==> src/rtl/frame_buffer_writer_if.sv <==
// Plot-request stream and stallable memory write port of the frame buffer writer.
// The slave modport is the writer's view; the master modport is the environment's view.
interface frame_buffer_writer_if;
  logic        in_valid;
  logic        in_ready;
  logic [8:0]  in_x;
  logic [8:0]  in_y;
  logic [5:0]  in_colour;
  logic [16:0] mem_addr;
  logic [5:0]  mem_data;
  logic        mem_we;
  logic        mem_ready;

  modport slave (
    input  in_valid, in_x, in_y, in_colour, mem_ready,
    output in_ready, mem_addr, mem_data, mem_we
  );

  modport master (
    output in_valid, in_x, in_y, in_colour, mem_ready,
    input  in_ready, mem_addr, mem_data, mem_we
  );
endinterface

==> src/rtl/frame_buffer_writer.sv <==
// Buffers (x,y,colour) plot requests in a small FIFO and writes them to linear
// video memory through a stallable write port; also performs full-screen clears.
module frame_buffer_writer #(
  parameter int unsigned FIFO_DEPTH = 4,
  parameter int unsigned H_RES      = 320,
  parameter int unsigned V_RES      = 240
) (
  input  logic                  clk,
  input  logic                  resetn,
  frame_buffer_writer_if.slave  bus,
  input  logic                  clear_req,
  input  logic [5:0]            clear_colour,
  output logic                  busy,
  output logic                  frame_done,
  output logic                  clear_done,
  output logic [7:0]            drop_count
);

  localparam int unsigned AW        = $clog2(FIFO_DEPTH);
  localparam logic [16:0] LAST_ADDR = 17'(H_RES * V_RES - 1);
  localparam logic [8:0]  H_LIM     = 9'(H_RES);
  localparam logic [8:0]  V_LIM     = 9'(V_RES);

  typedef enum logic [1:0] {
    ST_IDLE,
    ST_DRAIN,
    ST_CLEAR
  } state_e;

  state_e      state_q, state_d;
  logic [23:0] fifo_mem_q [FIFO_DEPTH];
  logic [23:0] fifo_mem_d [FIFO_DEPTH];
  logic [AW:0] wr_ptr_q, wr_ptr_d;
  logic [AW:0] rd_ptr_q, rd_ptr_d;
  logic        clear_pending_q, clear_pending_d;
  logic [5:0]  clear_colour_q, clear_colour_d;
  logic [16:0] mem_addr_q, mem_addr_d;
  logic [5:0]  mem_data_q, mem_data_d;
  logic        mem_we_q, mem_we_d;
  logic        frame_done_q, frame_done_d;
  logic        clear_done_q, clear_done_d;
  logic [7:0]  drop_count_q, drop_count_d;

  logic        fifo_empty;
  logic        fifo_full;
  logic        push;
  logic        wr_done;
  logic        out_free;
  logic [23:0] head;
  logic [8:0]  head_x;
  logic [8:0]  head_y;
  logic [5:0]  head_c;
  logic        head_in_range;
  logic [16:0] head_addr;

  assign fifo_empty = (wr_ptr_q == rd_ptr_q);
  assign fifo_full  = (wr_ptr_q[AW] != rd_ptr_q[AW]) &&
                      (wr_ptr_q[AW-1:0] == rd_ptr_q[AW-1:0]);

  assign bus.in_ready = !fifo_full && !clear_pending_q;
  assign push         = bus.in_valid && bus.in_ready;
  assign wr_done      = mem_we_q && bus.mem_ready;
  assign out_free     = !mem_we_q || bus.mem_ready;

  assign head          = fifo_mem_q[rd_ptr_q[AW-1:0]];
  assign head_x        = head[23:15];
  assign head_y        = head[14:6];
  assign head_c        = head[5:0];
  assign head_in_range = (head_x < H_LIM) && (head_y < V_LIM);

  // y*320 as (y<<8)+(y<<6) avoids a multiplier for the standard width.
  assign head_addr = (H_RES == 320) ?
                     ({8'd0, head_y} << 8) + ({8'd0, head_y} << 6) + {8'd0, head_x} :
                     ({8'd0, head_y} * 17'(H_RES)) + {8'd0, head_x};

  always_comb begin
    state_d         = state_q;
    fifo_mem_d      = fifo_mem_q;
    wr_ptr_d        = wr_ptr_q;
    rd_ptr_d        = rd_ptr_q;
    clear_pending_d = clear_pending_q;
    clear_colour_d  = clear_colour_q;
    mem_addr_d      = mem_addr_q;
    mem_data_d      = mem_data_q;
    mem_we_d        = mem_we_q;
    frame_done_d    = 1'b0;
    clear_done_d    = 1'b0;
    drop_count_d    = drop_count_q;

    if (push) begin
      fifo_mem_d[wr_ptr_q[AW-1:0]] = {bus.in_x, bus.in_y, bus.in_colour};
      wr_ptr_d                     = wr_ptr_q + 1'b1;
    end

    if (wr_done) begin
      mem_we_d = 1'b0;
      if (state_q != ST_CLEAR && mem_addr_q == LAST_ADDR) frame_done_d = 1'b1;
    end

    // A clear taken while draining only re-latches the colour; it must not
    // override the DRAIN->CLEAR hand-over below.
    if (clear_req && state_q != ST_CLEAR) begin
      clear_pending_d = 1'b1;
      clear_colour_d  = clear_colour;
      if (state_q == ST_IDLE) state_d = ST_DRAIN;
    end

    case (state_q)
      ST_IDLE, ST_DRAIN: begin
        if (!fifo_empty && out_free) begin
          rd_ptr_d = rd_ptr_q + 1'b1;
          if (head_in_range) begin
            mem_addr_d = head_addr;
            mem_data_d = head_c;
            mem_we_d   = 1'b1;
          end else if (drop_count_q != 8'hFF) begin
            drop_count_d = drop_count_q + 8'd1;
          end
        end
        if (state_q == ST_DRAIN && fifo_empty && !mem_we_q) begin
          state_d    = ST_CLEAR;
          mem_addr_d = '0;
          mem_data_d = clear_colour_d;
          mem_we_d   = 1'b1;
        end
      end
      ST_CLEAR: begin
        if (wr_done) begin
          if (mem_addr_q == LAST_ADDR) begin
            state_d         = ST_IDLE;
            clear_pending_d = 1'b0;
            clear_done_d    = 1'b1;
          end else begin
            mem_addr_d = mem_addr_q + 17'd1;
            mem_we_d   = 1'b1;
          end
        end
      end
      default: state_d = ST_IDLE;
    endcase
  end

  always_ff @(posedge clk) begin
    if (!resetn) begin
      state_q         <= ST_IDLE;
      for (int unsigned i = 0; i < FIFO_DEPTH; i++) fifo_mem_q[i] <= '0;
      wr_ptr_q        <= '0;
      rd_ptr_q        <= '0;
      clear_pending_q <= 1'b0;
      clear_colour_q  <= '0;
      mem_addr_q      <= '0;
      mem_data_q      <= '0;
      mem_we_q        <= 1'b0;
      frame_done_q    <= 1'b0;
      clear_done_q    <= 1'b0;
      drop_count_q    <= '0;
    end else begin
      state_q         <= state_d;
      fifo_mem_q      <= fifo_mem_d;
      wr_ptr_q        <= wr_ptr_d;
      rd_ptr_q        <= rd_ptr_d;
      clear_pending_q <= clear_pending_d;
      clear_colour_q  <= clear_colour_d;
      mem_addr_q      <= mem_addr_d;
      mem_data_q      <= mem_data_d;
      mem_we_q        <= mem_we_d;
      frame_done_q    <= frame_done_d;
      clear_done_q    <= clear_done_d;
      drop_count_q    <= drop_count_d;
    end
  end

  assign bus.mem_addr = mem_addr_q;
  assign bus.mem_data = mem_data_q;
  assign bus.mem_we   = mem_we_q;
  assign frame_done   = frame_done_q;
  assign clear_done   = clear_done_q;
  assign drop_count   = drop_count_q;
  assign busy         = !fifo_empty || mem_we_q || (state_q != ST_IDLE) || clear_pending_q;

endmodule

==> src/flat_wrapper.sv <==
// flat-port wrapper written by rule: the top's interface ports become plain ports
module frame_buffer_writer_flat 
#(
  parameter int unsigned FIFO_DEPTH = 4,
  parameter int unsigned H_RES      = 320,
  parameter int unsigned V_RES      = 240
)
  (clk, resetn, clear_req, clear_colour, busy, frame_done, clear_done, drop_count, bus_in_valid, bus_in_x, bus_in_y, bus_in_colour, bus_mem_ready, bus_in_ready, bus_mem_addr, bus_mem_data, bus_mem_we);
  frame_buffer_writer_if bus_i ();
  input  logic clk;
  input  logic resetn;
  input  logic clear_req;
  input  logic [5:0] clear_colour;
  output logic busy;
  output logic frame_done;
  output logic clear_done;
  output logic [7:0] drop_count;
  input wire logic [$bits(bus_i.in_valid)-1:0] bus_in_valid;
  input wire logic [$bits(bus_i.in_x)-1:0] bus_in_x;
  input wire logic [$bits(bus_i.in_y)-1:0] bus_in_y;
  input wire logic [$bits(bus_i.in_colour)-1:0] bus_in_colour;
  input wire logic [$bits(bus_i.mem_ready)-1:0] bus_mem_ready;
  output wire logic [$bits(bus_i.in_ready)-1:0] bus_in_ready;
  output wire logic [$bits(bus_i.mem_addr)-1:0] bus_mem_addr;
  output wire logic [$bits(bus_i.mem_data)-1:0] bus_mem_data;
  output wire logic [$bits(bus_i.mem_we)-1:0] bus_mem_we;
  assign bus_i.in_valid = bus_in_valid;
  assign bus_i.in_x = bus_in_x;
  assign bus_i.in_y = bus_in_y;
  assign bus_i.in_colour = bus_in_colour;
  assign bus_i.mem_ready = bus_mem_ready;
  assign bus_in_ready = bus_i.in_ready;
  assign bus_mem_addr = bus_i.mem_addr;
  assign bus_mem_data = bus_i.mem_data;
  assign bus_mem_we = bus_i.mem_we;
  frame_buffer_writer #(.FIFO_DEPTH(FIFO_DEPTH), .H_RES(H_RES), .V_RES(V_RES)) u_core (.clk(clk), .resetn(resetn), .bus(bus_i), .clear_req(clear_req), .clear_colour(clear_colour), .busy(busy), .frame_done(frame_done), .clear_done(clear_done), .drop_count(drop_count));
endmodule
==> config.mk <==
export PLATFORM = sky130hd
export DESIGN_NAME = frame_buffer_writer_flat
export DESIGN_NICKNAME = d
export VERILOG_FILES = /design/src/rtl/frame_buffer_writer_if.sv /design/src/rtl/frame_buffer_writer.sv /design/src/flat_wrapper.sv
export SDC_FILE = /design/constraint.sdc
export NUM_CORES = 1
export LEC_CHECK = 0
export ABC_AREA = 1
export CELL_PAD_IN_SITES_DETAIL_PLACEMENT = 1
export CELL_PAD_IN_SITES_GLOBAL_PLACEMENT = 1
export CORE_AREA = 2 2 140 142
export DETAILED_ROUTE_END_ITERATION = 8
export DIE_AREA = 0 0 142 144
export GPL_TIMING_DRIVEN = 0
export PLACE_DENSITY = 0.79
export SETUP_SLACK_MARGIN = 0.02
export SLEW_MARGIN = 20
export SYNTH_ARGS = -nofsm -noshare
export SYNTH_HDL_FRONTEND = slang
export SYNTH_SLANG_ARGS = --single-unit
==> constraint.sdc <==
create_clock -name clk -period 3.7 [get_ports clk]
set_input_delay 0.74 -clock clk [delete_from_list [all_inputs] [get_ports clk]]
set_output_delay 0.74 -clock clk [all_outputs]
set_load 0.05 [all_outputs]
==> out/results.txt <==
Int Pwr - 0.00387 W
Routed Antenna Nets - 0
FMAX - 300 MHz
gr ovfl total - 0
Fin Clk Skew - 0.00907 ns
leakage power - 3.76 nW
placed inst area - 8670 sq um
Worst Tran Pin Value - 0.825 ns
drt wl/cell - 18.4 um
NumNets Final - 1285
Critical Path Fanout Max - 28
Post-CTS Setup Bufs - 0
Design Area, Final - 9240 sq um
crit path launch type - flop
post-synth top area cell - dfxtp_1
Worst Reg-to-Reg Cells - 17
Core Area - 19100 sq um
Syn. warnings - 0
Post-synth EDFFs - 0
crit share post-route - 90.2%
largest net degree at the start of global routing - 20
Root Driver - clkbuf_16
RSZ-0062 raised after global routing - no
Seq cells post-synth - 145
Ports - 71
fillers - 2504
initial antenna violation count - 3
CTS buffer count - 17
post-layout power - 0.00712 W
HP Class - flop to flop
CTS tree - done
DR iter-0 viols - 396
Pins Over Slew Limit - 0
clk_lat worst skew - 0.42 ns
Syn-to-layout area delta - 20.5%
clock-pin slew on the worst setup and hold paths - 0.06 ns
Critical Path Source - u_core.rd_ptr_q[1]
switching pwr - 0.00325 W
# DRC - 0
Cell variety after synth - 35
post-synthesis cell area - 7670 sq um
Die Footprint - 20400 sq um
Worst Path Arrival - 2.60 ns
Via Count - 7960
Starting Density - 40.2%
Mapped Cells - 1142
reg2reg setup slack - 0.38 ns
vias per inst - 5.40
count leader, synth - nand2_1
CP Capture Type - primary output
Post-synth top cells - nand2_1 (281), dfxtp_1 (145), a21oi_1 (141)
# setup viols final - 0
PD cells - 770 nW/um^2
Hold WS - 0.455 ns
Seq pwr share - 26.9%
minimum clock period - 3.34 ns
Die Ht - 144 um
Clk pwr share - 24.5%
top cells by area, synth - dfxtp_1 (38%), nand2_1 (14%), a21oi_1 (9.2%)
Non-Filler Instances - 1474
Hold Startpoint - u_core.fifo_mem_q[52]
drt total wl - 27.2 mm
sequential cell area fraction in the yosys report - 37.9%
FF-to-FF Start - u_core.rd_ptr_q[1]
Clock Sinks - 145
port bufs - 70
hold depth - 2
Main synth FF type - dfxtp_1
Synthesized Nets - 1203
layout cells sized above 1 - 5.99%
diode count - 0
Post-DP HPWL - 19.9 mm
Async SR Flop Fraction - 0%
critical path type - flop to primary output
Avg Inst Size Synth - 6.72 sq um
Post-Route Setup TNS - 0 ns
vias in the first global route - 7875
Critical Path RT - 2.96 ns
Die Wd - 142 um
drt pass-1 iters - 5
Max Root-Sink Buffers - 2
htree depth - 4
dpl cells - 1450
Yosys top cell area share - 37.9%
Std-Cell Rows - 51
Slew headroom - 45.0%
gr usage total - 27.0%
Net Sw Frac - 45.6%
gp weighted congestion - 0.871
IR drop worst, VDD - 365 uV
first-pass GRT wire length - 42.5 mm
final hold vios - 0
max cap viols - 0
Comb power frac - 48.6%
status - complete, no violations
-- power by group through the flow --
stage | logic, W | registers (W) | clock network, W
after global routing | 0.00387 | 0.00193 | 0.00182
after detailed placement | 0.00343 | 0.00194 | 0
after floorplan | 0.00203 | 0.00223 | 0
final | 0.00346 | 0.00191 | 0.00174
after CTS | 0.00349 | 0.00191 | 0.00176
after global placement | 0.00337 | 0.00193 | 0
-- cells by family (layout without fill, tap and decap cells) --
family / count (synthesis) / in the layout / share of synthesized area [%]
AO/OA/AOI/OAI: 226 / 226 / 15.1
XOR/XNOR: 11 / 11 / 1.35
adder cells (fa/ha/maj): 26 / 26 / 4.44
buffers and inverters: 176 / 270 / 9.51
flip-flops: 145 / 145 / 37.9
multiplexers: 6 / 6 / 0.783
AND/OR/NAND/NOR: 552 / 552 / 31.0
-- worst max-delay path, stage by stage, from the launching register on --
cell,delay (ns)
dfxtp_1,0.55
inv_4,0.24
nand2_1,0.13
nand2_1,0.08
inv_2,0.06
nor2_2,0.04
nand3_1,0.06
nand2_1,0.13
inv_1,0.08
clkdlybuf4s50_1,0.79
-- per-layer routing --
layer | vias to the layer above | routed length, um | global-route usage, %
met1 | 3811 | 12200 | 33.8
met5 | - | 22 | 0
met2 | 181 | 13100 | 46.5
li1 | 3906 | - | -
met3 | 58 | 1130 | 5.50
met4 | 4 | 703 | 9.26
-- cell usage in the layout, fill, tap and decap left out, types with 4 or more instances in the layout --
| cell type | Yosys | layout |
|---|---|---|
| clkdlybuf4s50_1 | 0 | 70 |
| nand4_1 | 20 | 20 |
| a21oi_1 | 141 | 141 |
| nor3_1 | 7 | 7 |
| o21ai_0 | 72 | 72 |
| inv_1 | 103 | 103 |
| buf_2 | 19 | 13 |
| clkbuf_1 | 30 | 27 |
| ha_1 | 24 | 24 |
| xor2_1 | 6 | 6 |
| nor2_1 | 94 | 94 |
| nand2_1 | 281 | 281 |
| xnor2_1 | 4 | 4 |
| buf_4 | 12 | 12 |
| clkbuf_16 | 0 | 17 |
| nand3_1 | 138 | 138 |
| dfxtp_1 | 145 | 144 |
| mux2i_1 | 6 | 6 |
| buf_1 | 8 | 7 |
| clkinvlp_4 | 0 | 4 |
| o22ai_1 | 8 | 8 |
-- final cells by class --
cell class / instances / area (sq um) / share of cell area, %
Clock buffer: 19 / 453 / 4.90
Sequential cell: 145 / 2900 / 31.4
Clock inverter: 12 / 131 / 1.42
Timing Repair Buffer: 70 / 701 / 7.58
Inverter: 107 / 404 / 4.37
Multi-Input combinational cell: 821 / 4040 / 43.7
Buffer: 62 / 309 / 3.34
Tap cell: 238 / 298 / 3.22
-- path summary, 6_finish.rpt --
kind,to
min,u_core.fifo_mem_q[52]
max,bus_in_ready
max reg2reg,u_core.bus.mem_addr[15]
min reg2reg,u_core.fifo_mem_q[52]
-- repair_timing --
item / in CTS / in global routing
gates resized for setup: 7 / 2
gates cloned: 0 / 0
hold buffers: 0 / 0
endpoints found under the setup margin: 9 / 2
-- registers in the layout (all words and copies together), names as in the netlist, 2 cells and up --
register	flops
u_core.clear_colour_q	6
u_core.bus.mem_addr	17
u_core.state_q	2
u_core.fifo_mem_q	96
u_core.drop_count	8
u_core.bus.mem_data	6
u_core.rd_ptr_q	3
u_core.wr_ptr_q	3
-- metrics by stage --
| stage | setup WS, ns | util [%] |
|---|---|---|
| after detailed placement | -0.457 | 45.4 |
| after floorplan | 0.492 | - |
| final | 0.363 | 48.4 |
| after CTS | 0.120 | 48.5 |
| after global routing | 0.0466 | 48.4 |
| after global placement | -0.422 | 45.4 |
Note: power is estimated with default switching activity, not from simulation.
